## config.mk

```make
export PLATFORM = sky130hd
export DESIGN_NAME = gpioemu_host_master_flat
export DESIGN_NICKNAME = d
export VERILOG_FILES = /design/src/rtl/gpioemu_host_master_if.sv /design/src/rtl/gpioemu_host_master.sv /design/src/flat_wrapper.sv
export SDC_FILE = /design/constraint.sdc
export NUM_CORES = 1
export LEC_CHECK = 0
export ABC_AREA = 1
export CAP_MARGIN = 30
export CORE_MARGIN = 5
export CORE_UTILIZATION = 49
export CTS_BUF_LIST = sky130_fd_sc_hd__clkbuf_2 sky130_fd_sc_hd__clkbuf_4 sky130_fd_sc_hd__clkbuf_8
export CTS_CLUSTER_SIZE = 40
export DETAILED_ROUTE_END_ITERATION = 6
export GPL_TIMING_DRIVEN = 0
export PLACE_DENSITY = 0.79
export SLEW_MARGIN = 20
export SYNTH_ARGS = -nofsm -noshare
export SYNTH_HDL_FRONTEND = slang
export SYNTH_SLANG_ARGS = --single-unit
```

## constraint.sdc

```tcl
create_clock -name clk -period 2 [get_ports clk]
set_clock_uncertainty 0.05 [all_clocks]
set_input_delay 0.4 -clock clk [delete_from_list [all_inputs] [get_ports clk]]
set_output_delay 0.4 -clock clk [all_outputs]
set_load 0.1 [all_outputs]
```

## src/rtl/gpioemu_host_master_if.sv

```systemverilog
`default_nettype none
// ============================================================================
// Module  : gpioemu_host_master_if
// Brief   : saddress/srd/swr bus between the host master and the peripheral.
// Revision: 1.0
// ============================================================================
interface gpioemu_host_master_if;
    logic [15:0] m_addr;
    logic        m_rd;
    logic        m_wr;
    logic [31:0] m_wdata;
    logic [31:0] m_rdata;

    modport master (
        output m_addr,
        output m_rd,
        output m_wr,
        output m_wdata,
        input  m_rdata
    );

    modport slave (
        input  m_addr,
        input  m_rd,
        input  m_wr,
        input  m_wdata,
        output m_rdata
    );
endinterface
`default_nettype wire

```

## src/rtl/gpioemu_host_master.sv

```systemverilog
`default_nettype none
// ============================================================================
// Module  : gpioemu_host_master
// Brief   : Runs one multiply/popcount job on the GPIO peripheral over the bus.
// Revision: 1.0
// ============================================================================
module gpioemu_host_master #(
    parameter int          SETUP_CYCLES  = 1,
    parameter int          STROBE_CYCLES = 2,
    parameter int          POLL_MAX      = 255,
    parameter logic [15:0] ADDR_A1       = 16'h0380,
    parameter logic [15:0] ADDR_A2       = 16'h0388,
    parameter logic [15:0] ADDR_W        = 16'h0390,
    parameter logic [15:0] ADDR_L        = 16'h0398,
    parameter logic [15:0] ADDR_CTRL     = 16'h03A0
) (
    input  wire                   clk,
    input  wire                   n_reset,
    input  wire                   start_i,
    input  wire  [23:0]           a1_i,
    input  wire  [23:0]           a2_i,
    output logic                  busy_o,
    output logic                  done_o,
    output logic                  timeout_o,
    output logic [31:0]           w_o,
    output logic [23:0]           l_o,
    output logic [1:0]            stat_o,
    output logic [15:0]           job_count_o,
    gpioemu_host_master_if.master bus
);

    localparam int CW = 8;
    localparam int PW = $clog2(POLL_MAX + 1);

    typedef enum logic [3:0] {
        S_IDLE    = 4'd0,
        S_WR_A1   = 4'd1,
        S_WR_A2   = 4'd2,
        S_WR_CTRL = 4'd3,
        S_RD_STAT = 4'd4,
        S_RD_W    = 4'd5,
        S_RD_L    = 4'd6,
        S_DONE    = 4'd7,
        S_ERR     = 4'd8
    } state_t;

    typedef enum logic [1:0] {
        PH_SETUP  = 2'd0,
        PH_STROBE = 2'd1,
        PH_HOLD   = 2'd2
    } phase_t;

    state_t          state_q, state_d;
    phase_t          phase_q, phase_d;
    logic [CW-1:0]   cnt_q, cnt_d;
    logic [PW-1:0]   poll_q;
    logic [23:0]     a1_q, a2_q;
    logic [31:0]     w_q;
    logic [23:0]     l_q;
    logic [1:0]      stat_q;
    logic            timeout_q;
    logic [15:0]     job_count_q;

    logic            w_busy;
    logic            w_accept;
    logic            w_last_strobe;
    logic            w_access_end;
    logic            w_is_rd;
    logic [15:0]     w_addr;
    logic [31:0]     w_wdata;

    assign w_busy = !(state_q == S_IDLE || state_q == S_DONE || state_q == S_ERR);

    always_comb begin
        state_d       = state_q;
        phase_d       = phase_q;
        cnt_d         = cnt_q;
        w_accept      = 1'b0;
        w_last_strobe = 1'b0;
        w_access_end  = 1'b0;

        if (w_busy) begin
            case (phase_q)
                PH_SETUP: begin
                    if (cnt_q == CW'(SETUP_CYCLES - 1)) begin
                        phase_d = PH_STROBE;
                        cnt_d   = '0;
                    end else begin
                        cnt_d = cnt_q + 1'b1;
                    end
                end
                PH_STROBE: begin
                    if (cnt_q == CW'(STROBE_CYCLES - 1)) begin
                        phase_d       = PH_HOLD;
                        cnt_d         = '0;
                        w_last_strobe = 1'b1;
                    end else begin
                        cnt_d = cnt_q + 1'b1;
                    end
                end
                default: begin
                    phase_d      = PH_SETUP;
                    cnt_d        = '0;
                    w_access_end = 1'b1;
                end
            endcase
        end

        case (state_q)
            S_IDLE, S_DONE, S_ERR: begin
                state_d = S_IDLE;
                if (start_i) begin
                    state_d  = S_WR_A1;
                    w_accept = 1'b1;
                end
            end
            S_WR_A1:   if (w_access_end) state_d = S_WR_A2;
            S_WR_A2:   if (w_access_end) state_d = S_WR_CTRL;
            S_WR_CTRL: if (w_access_end) state_d = S_RD_STAT;
            S_RD_STAT: begin
                // stat_q already holds this poll's status: it was captured on the last strobe cycle
                if (w_access_end) begin
                    if (stat_q == 2'b11) begin
                        state_d = S_RD_W;
                    end else if (poll_q == PW'(POLL_MAX)) begin
                        state_d = S_ERR;
                    end
                end
            end
            S_RD_W:    if (w_access_end) state_d = S_RD_L;
            S_RD_L:    if (w_access_end) state_d = S_DONE;
            default:   state_d = S_IDLE;
        endcase
    end

    always_comb begin
        w_addr  = 16'h0000;
        w_wdata = 32'h0000_0000;
        w_is_rd = 1'b0;
        case (state_q)
            S_WR_A1:   begin w_addr = ADDR_A1;   w_wdata = {8'h00, a1_q}; end
            S_WR_A2:   begin w_addr = ADDR_A2;   w_wdata = {8'h00, a2_q}; end
            S_WR_CTRL: begin w_addr = ADDR_CTRL; w_wdata = 32'h0000_0001; end
            S_RD_STAT: begin w_addr = ADDR_CTRL; w_is_rd = 1'b1; end
            S_RD_W:    begin w_addr = ADDR_W;    w_is_rd = 1'b1; end
            S_RD_L:    begin w_addr = ADDR_L;    w_is_rd = 1'b1; end
            default:   ;
        endcase
    end

    // Strobes decode straight from registered state so an async reset drops them at once
    assign bus.m_addr  = w_addr;
    assign bus.m_wdata = w_wdata;
    assign bus.m_rd    = w_is_rd && (phase_q == PH_STROBE);
    assign bus.m_wr    = w_busy && !w_is_rd && (phase_q == PH_STROBE);

    always_ff @(posedge clk or negedge n_reset) begin
        if (!n_reset) begin
            state_q     <= S_IDLE;
            phase_q     <= PH_SETUP;
            cnt_q       <= '0;
            poll_q      <= '0;
            a1_q        <= 24'h0;
            a2_q        <= 24'h0;
            w_q         <= 32'h0;
            l_q         <= 24'h0;
            stat_q      <= 2'b00;
            timeout_q   <= 1'b0;
            job_count_q <= 16'h0;
        end else begin
            state_q <= state_d;
            phase_q <= phase_d;
            cnt_q   <= cnt_d;
            if (w_accept) begin
                a1_q      <= a1_i;
                a2_q      <= a2_i;
                timeout_q <= 1'b0;
                poll_q    <= '0;
            end
            if (w_last_strobe) begin
                case (state_q)
                    S_RD_STAT: begin
                        stat_q <= bus.m_rdata[1:0];
                        poll_q <= poll_q + 1'b1;
                    end
                    S_RD_W:  w_q <= bus.m_rdata;
                    S_RD_L:  l_q <= bus.m_rdata[23:0];
                    default: ;
                endcase
            end
            if (state_q == S_RD_STAT && state_d == S_ERR) begin
                timeout_q <= 1'b1;
            end
            if (state_q == S_RD_L && state_d == S_DONE) begin
                job_count_q <= job_count_q + 1'b1;
            end
        end
    end

    assign busy_o      = w_busy;
    assign done_o      = (state_q == S_DONE) || (state_q == S_ERR);
    assign timeout_o   = timeout_q;
    assign w_o         = w_q;
    assign l_o         = l_q;
    assign stat_o      = stat_q;
    assign job_count_o = job_count_q;

endmodule
`default_nettype wire
```

## src/flat_wrapper.sv

```systemverilog
// flat-port wrapper written by rule: the top's interface ports become plain ports
module gpioemu_host_master_flat 
#(
    parameter int          SETUP_CYCLES  = 1,
    parameter int          STROBE_CYCLES = 2,
    parameter int          POLL_MAX      = 255,
    parameter logic [15:0] ADDR_A1       = 16'h0380,
    parameter logic [15:0] ADDR_A2       = 16'h0388,
    parameter logic [15:0] ADDR_W        = 16'h0390,
    parameter logic [15:0] ADDR_L        = 16'h0398,
    parameter logic [15:0] ADDR_CTRL     = 16'h03A0
)
  (clk, n_reset, start_i, a1_i, a2_i, busy_o, done_o, timeout_o, w_o, l_o, stat_o, job_count_o, bus_m_addr, bus_m_rd, bus_m_wr, bus_m_wdata, bus_m_rdata);
  gpioemu_host_master_if bus_i ();
  input  wire clk;
  input  wire n_reset;
  input  wire start_i;
  input  wire  [23:0] a1_i;
  input  wire  [23:0] a2_i;
  output logic busy_o;
  output logic done_o;
  output logic timeout_o;
  output logic [31:0] w_o;
  output logic [23:0] l_o;
  output logic [1:0] stat_o;
  output logic [15:0] job_count_o;
  output wire logic [$bits(bus_i.m_addr)-1:0] bus_m_addr;
  output wire logic [$bits(bus_i.m_rd)-1:0] bus_m_rd;
  output wire logic [$bits(bus_i.m_wr)-1:0] bus_m_wr;
  output wire logic [$bits(bus_i.m_wdata)-1:0] bus_m_wdata;
  input wire logic [$bits(bus_i.m_rdata)-1:0] bus_m_rdata;
  assign bus_m_addr = bus_i.m_addr;
  assign bus_m_rd = bus_i.m_rd;
  assign bus_m_wr = bus_i.m_wr;
  assign bus_m_wdata = bus_i.m_wdata;
  assign bus_i.m_rdata = bus_m_rdata;
  gpioemu_host_master #(.SETUP_CYCLES(SETUP_CYCLES), .STROBE_CYCLES(STROBE_CYCLES), .POLL_MAX(POLL_MAX), .ADDR_A1(ADDR_A1), .ADDR_A2(ADDR_A2), .ADDR_W(ADDR_W), .ADDR_L(ADDR_L), .ADDR_CTRL(ADDR_CTRL)) u_core (.clk(clk), .n_reset(n_reset), .start_i(start_i), .a1_i(a1_i), .a2_i(a2_i), .busy_o(busy_o), .done_o(done_o), .timeout_o(timeout_o), .w_o(w_o), .l_o(l_o), .stat_o(stat_o), .job_count_o(job_count_o), .bus(bus_i));
endmodule
```

==> metrics.md <==
| Metric | Value |
|---|---|
| IO Port Bufs | 191 |
| Final core utilization | 80.2% |
| CTS Root Cell | clkbuf_8 |
| Failing checks | negative setup slack |
| Seq/Total Area, Yosys | 51.4% |
| Final WL | 23400 um |
| Crit start category | flip-flop |
| Worst setup EP type | primary output |
| Lkg Pwr | 5.43 nW |
| Fin. max-slew vios | 0 |
| Ys Warns | 0 |
| Fin nets | 1273 |
| H-Tree Depth | 4 |
| Fin. Hold Viols | 0 |
| ANT nets after route | 0 |
| Detailed-route vias per instance | 5.28 |
| Initial cell density of the core | 50.5% |
| Max-cap viol count | 0 |
| Outcome | complete, but fails checks |
| Post-place setup slack | -1220 ps |
| Worst EP arrival | 1870 ps |
| Clock latency on the worst-skew pair | 460 ps |
| Share of layout cells above drive strength 1 | 28.7% |
| Crit Path Class | flip-flop to primary output |
| Total Power | 20.8 mW |
| Worst vdd ir | 0.00117 V |
| Hpwl dp | 14600 um |
| Top_reg_cell synth | dfrtp_1 |
| Global Route Usage Sum | 27.1% |
| Clk buf depth | 2 |
| Vias in the first global route | 7107 |
| Syn_area_per_cell | 7.69 um2 |
| Routed via count | 7270 |
| Tcrit/Tclk final | 116% |
| Drt first-iter violations | 528 |
| Site Rows | 43 |
| Final setup fails | 34 |
| Final min period | 2320 ps |
| Height of the die | 130 um |
| First-pass GRT wire length | 35700 um |
| Drc violations | 0 |
| Share of flip-flops with an asynchronous set or reset | 100% |
| Worst slew margin | 61.1% |
| Hold Slack | 412 ps |
| Netlist Area Pre-Place | 7060 um2 |
| Synthesized instance count | 919 |
| Clock-pin transition on the worst setup and hold timing paths | 80 ps |
| Post-synth EDFFs | 0 |
| Drt first pass iters | 5 |
| PwrDens | 1860 nW/um2 |
| TritonCTS clock tree | built |
| F_max | 0.432 GHz |
| Synthesized flop and latch total | 145 |
| Worst-path fanout max | 6 |
| Total gr overflow | 0 |
| Die Span X | 130 um |
| Synth unique cells | 29 |
| Io pins | 210 |
| Worst slew pin tran | 586 ps |
| Clock buffer count from CTS | 17 |
| Antenna cells | 0 |
| Worst min path class | input pin to flip-flop |
| Core Box Area | 14000 um2 |
| Die area | 16900 um2 |
| Synth-to-Final Area Change | 58.7% |
| Worst EP required | 1550 ps |
| Clk sinks | 145 |
| Worst Setup Slack, final | -316 ps |
| Drt wl/cell | 17.0 um |
| Routability cong. | 0.856 |
| Largest net degree at the start of global routing | 76 |
| Initial antenna violation count | 0 |
| Unrepaired setup endpoints after global routing | true |
worst paths after layout:
kind / end / slack (ps) / depth (start not counted) / start
worst max-delay path: bus_m_wdata[20] / -320 / 6 / u_core.state_q[0]
worst min-delay path: u_core.a1_q[14] / 410 / 3 / a1_i[14]
worst max register to register: u_core.l_o[14] / 20 / 9 / u_core.state_q[0]
worst min register to register: u_core.w_o[25] / 420 / 2 / u_core.w_o[25]
max in group asynchronous: u_core.l_o[18] / 730 / 3 / n_reset
min in group asynchronous: u_core.job_count_o[14] / 430 / 2 / n_reset
timing repair:
item	in CTS	in global routing
resized for setup	631	30
setup buffers	16	15
endpoints found under the hold margin	70	0
gates cloned	5	1
setup endpoints to repair	109	115
pin swaps	14	9
hold buffers	1	0
routing by layer:
metal | up-vias | wire length [um] | track usage [%]
met2 | 347 | 12000 | 47.3
met5 | - | 0 | 0
met3 | 83 | 1790 | 7.53
met4 | 0 | 985 | 11.7
li1 | 3399 | - | -
met1 | 3441 | 8640 | 31.3
cells by family (layout without fill, tap and decap cells):
kind of cell               after synthesis  after routing  synth area share [%]
DFF                                    145            145                  51.4
other                                    1             18                0.0531
and+or+nand+nor                        628            628                  36.8
AOI/OAI and AO/OA                       23             23                  1.86
buffers and inverters                  102            362                  7.17
xor gates and xnor gates                15             15                  1.86
adders and majority gates                5              5                 0.886
critical path, cell delays in order, from the launching register on:
cell and delay [ps]:
dfrtp_2 480, inv_4 60, nor2_4 230, clkbuf_8 240, nand3_2 120, nand2_4 100
buf_12 170
state kept, by name, indices dropped and copies added, names as in the netlist:
signal	count
u_core.poll_q	8
u_core.a2_q	24
u_core.a1_q	24
u_core.timeout_o	1
u_core.w_o	32
u_core.stat_o	2
u_core.cnt_q	8
u_core.phase_q	2
u_core.l_o	24
u_core.job_count_o	16
u_core.state_q	4
synth_stat cells, types with 3 or more instances:
library cell | instances | area, um2
buf_2 | 21 | 105
buf_4 | 26 | 195
clkbuf_1 | 14 | 52.6
dfrtp_1 | 145 | 3630
ha_1 | 5 | 62.6
inv_1 | 33 | 124
inv_2 | 8 | 30.0
nand2_1 | 427 | 1600
nand2_2 | 3 | 18.8
nand3_1 | 135 | 676
nand3b_1 | 4 | 30.0
nand4_1 | 5 | 31.3
nor2_1 | 43 | 161
nor2_2 | 5 | 31.3
o21ai_0 | 15 | 75.1
xnor2_1 | 9 | 78.8
xor2_1 | 6 | 52.6
through the flow:
stage | std cells | cell area, um2 | TNS [ps]
global route | 1376 | 11200 | -13370
CTS | 1360 | 11000 | -7170
global placement | 1307 | 9460 | -818580
finish | 1376 | 11200 | -8020
floorplan | 936 | 7320 | -2060
detailed placement | 1309 | 9520 | -33820
final cells by class:
| type | count | area (um2) |
|---|---|---|
| timing repair buffer | 230 | 2750 |
| buffer | 61 | 470 |
| fill | 930 | 2770 |
| clock inverter | 8 | 128 |
| clock buffer | 22 | 297 |
| inverter | 41 | 164 |
| tap | 180 | 225 |
| sequential | 145 | 3640 |
| multi-input combinational | 689 | 3550 |
power breakdown:
part | internal (mW) | switching (mW) | total [mW]
combinational | 3.74 | 9.71 | 13.4
clock | 1.37 | 1.11 | 2.48
sequential | 4.05 | 0.842 | 4.89
total | 9.15 | 11.7 | 20.8
cells in the final DEF (no fill, tap or decap), types with 8 or more instances in the layout:
master / count
clkbuf_8: 26
nand3_1: 95
clkdlybuf4s50_1: 81
nand3_4: 8
buf_4: 49
clkdlybuf4s15_2: 71
nand3_2: 34
inv_1: 30
buf_12: 35
nand2_4: 25
buf_6: 9
o21ai_0: 13
nor2_1: 37
nor2_4: 11
buf_2: 21
dfrtp_1: 139
xnor2_1: 9
inv_2: 9
nand2_1: 399
conb_1: 18
No activity file was read; power rests on OpenSTA's default activity.
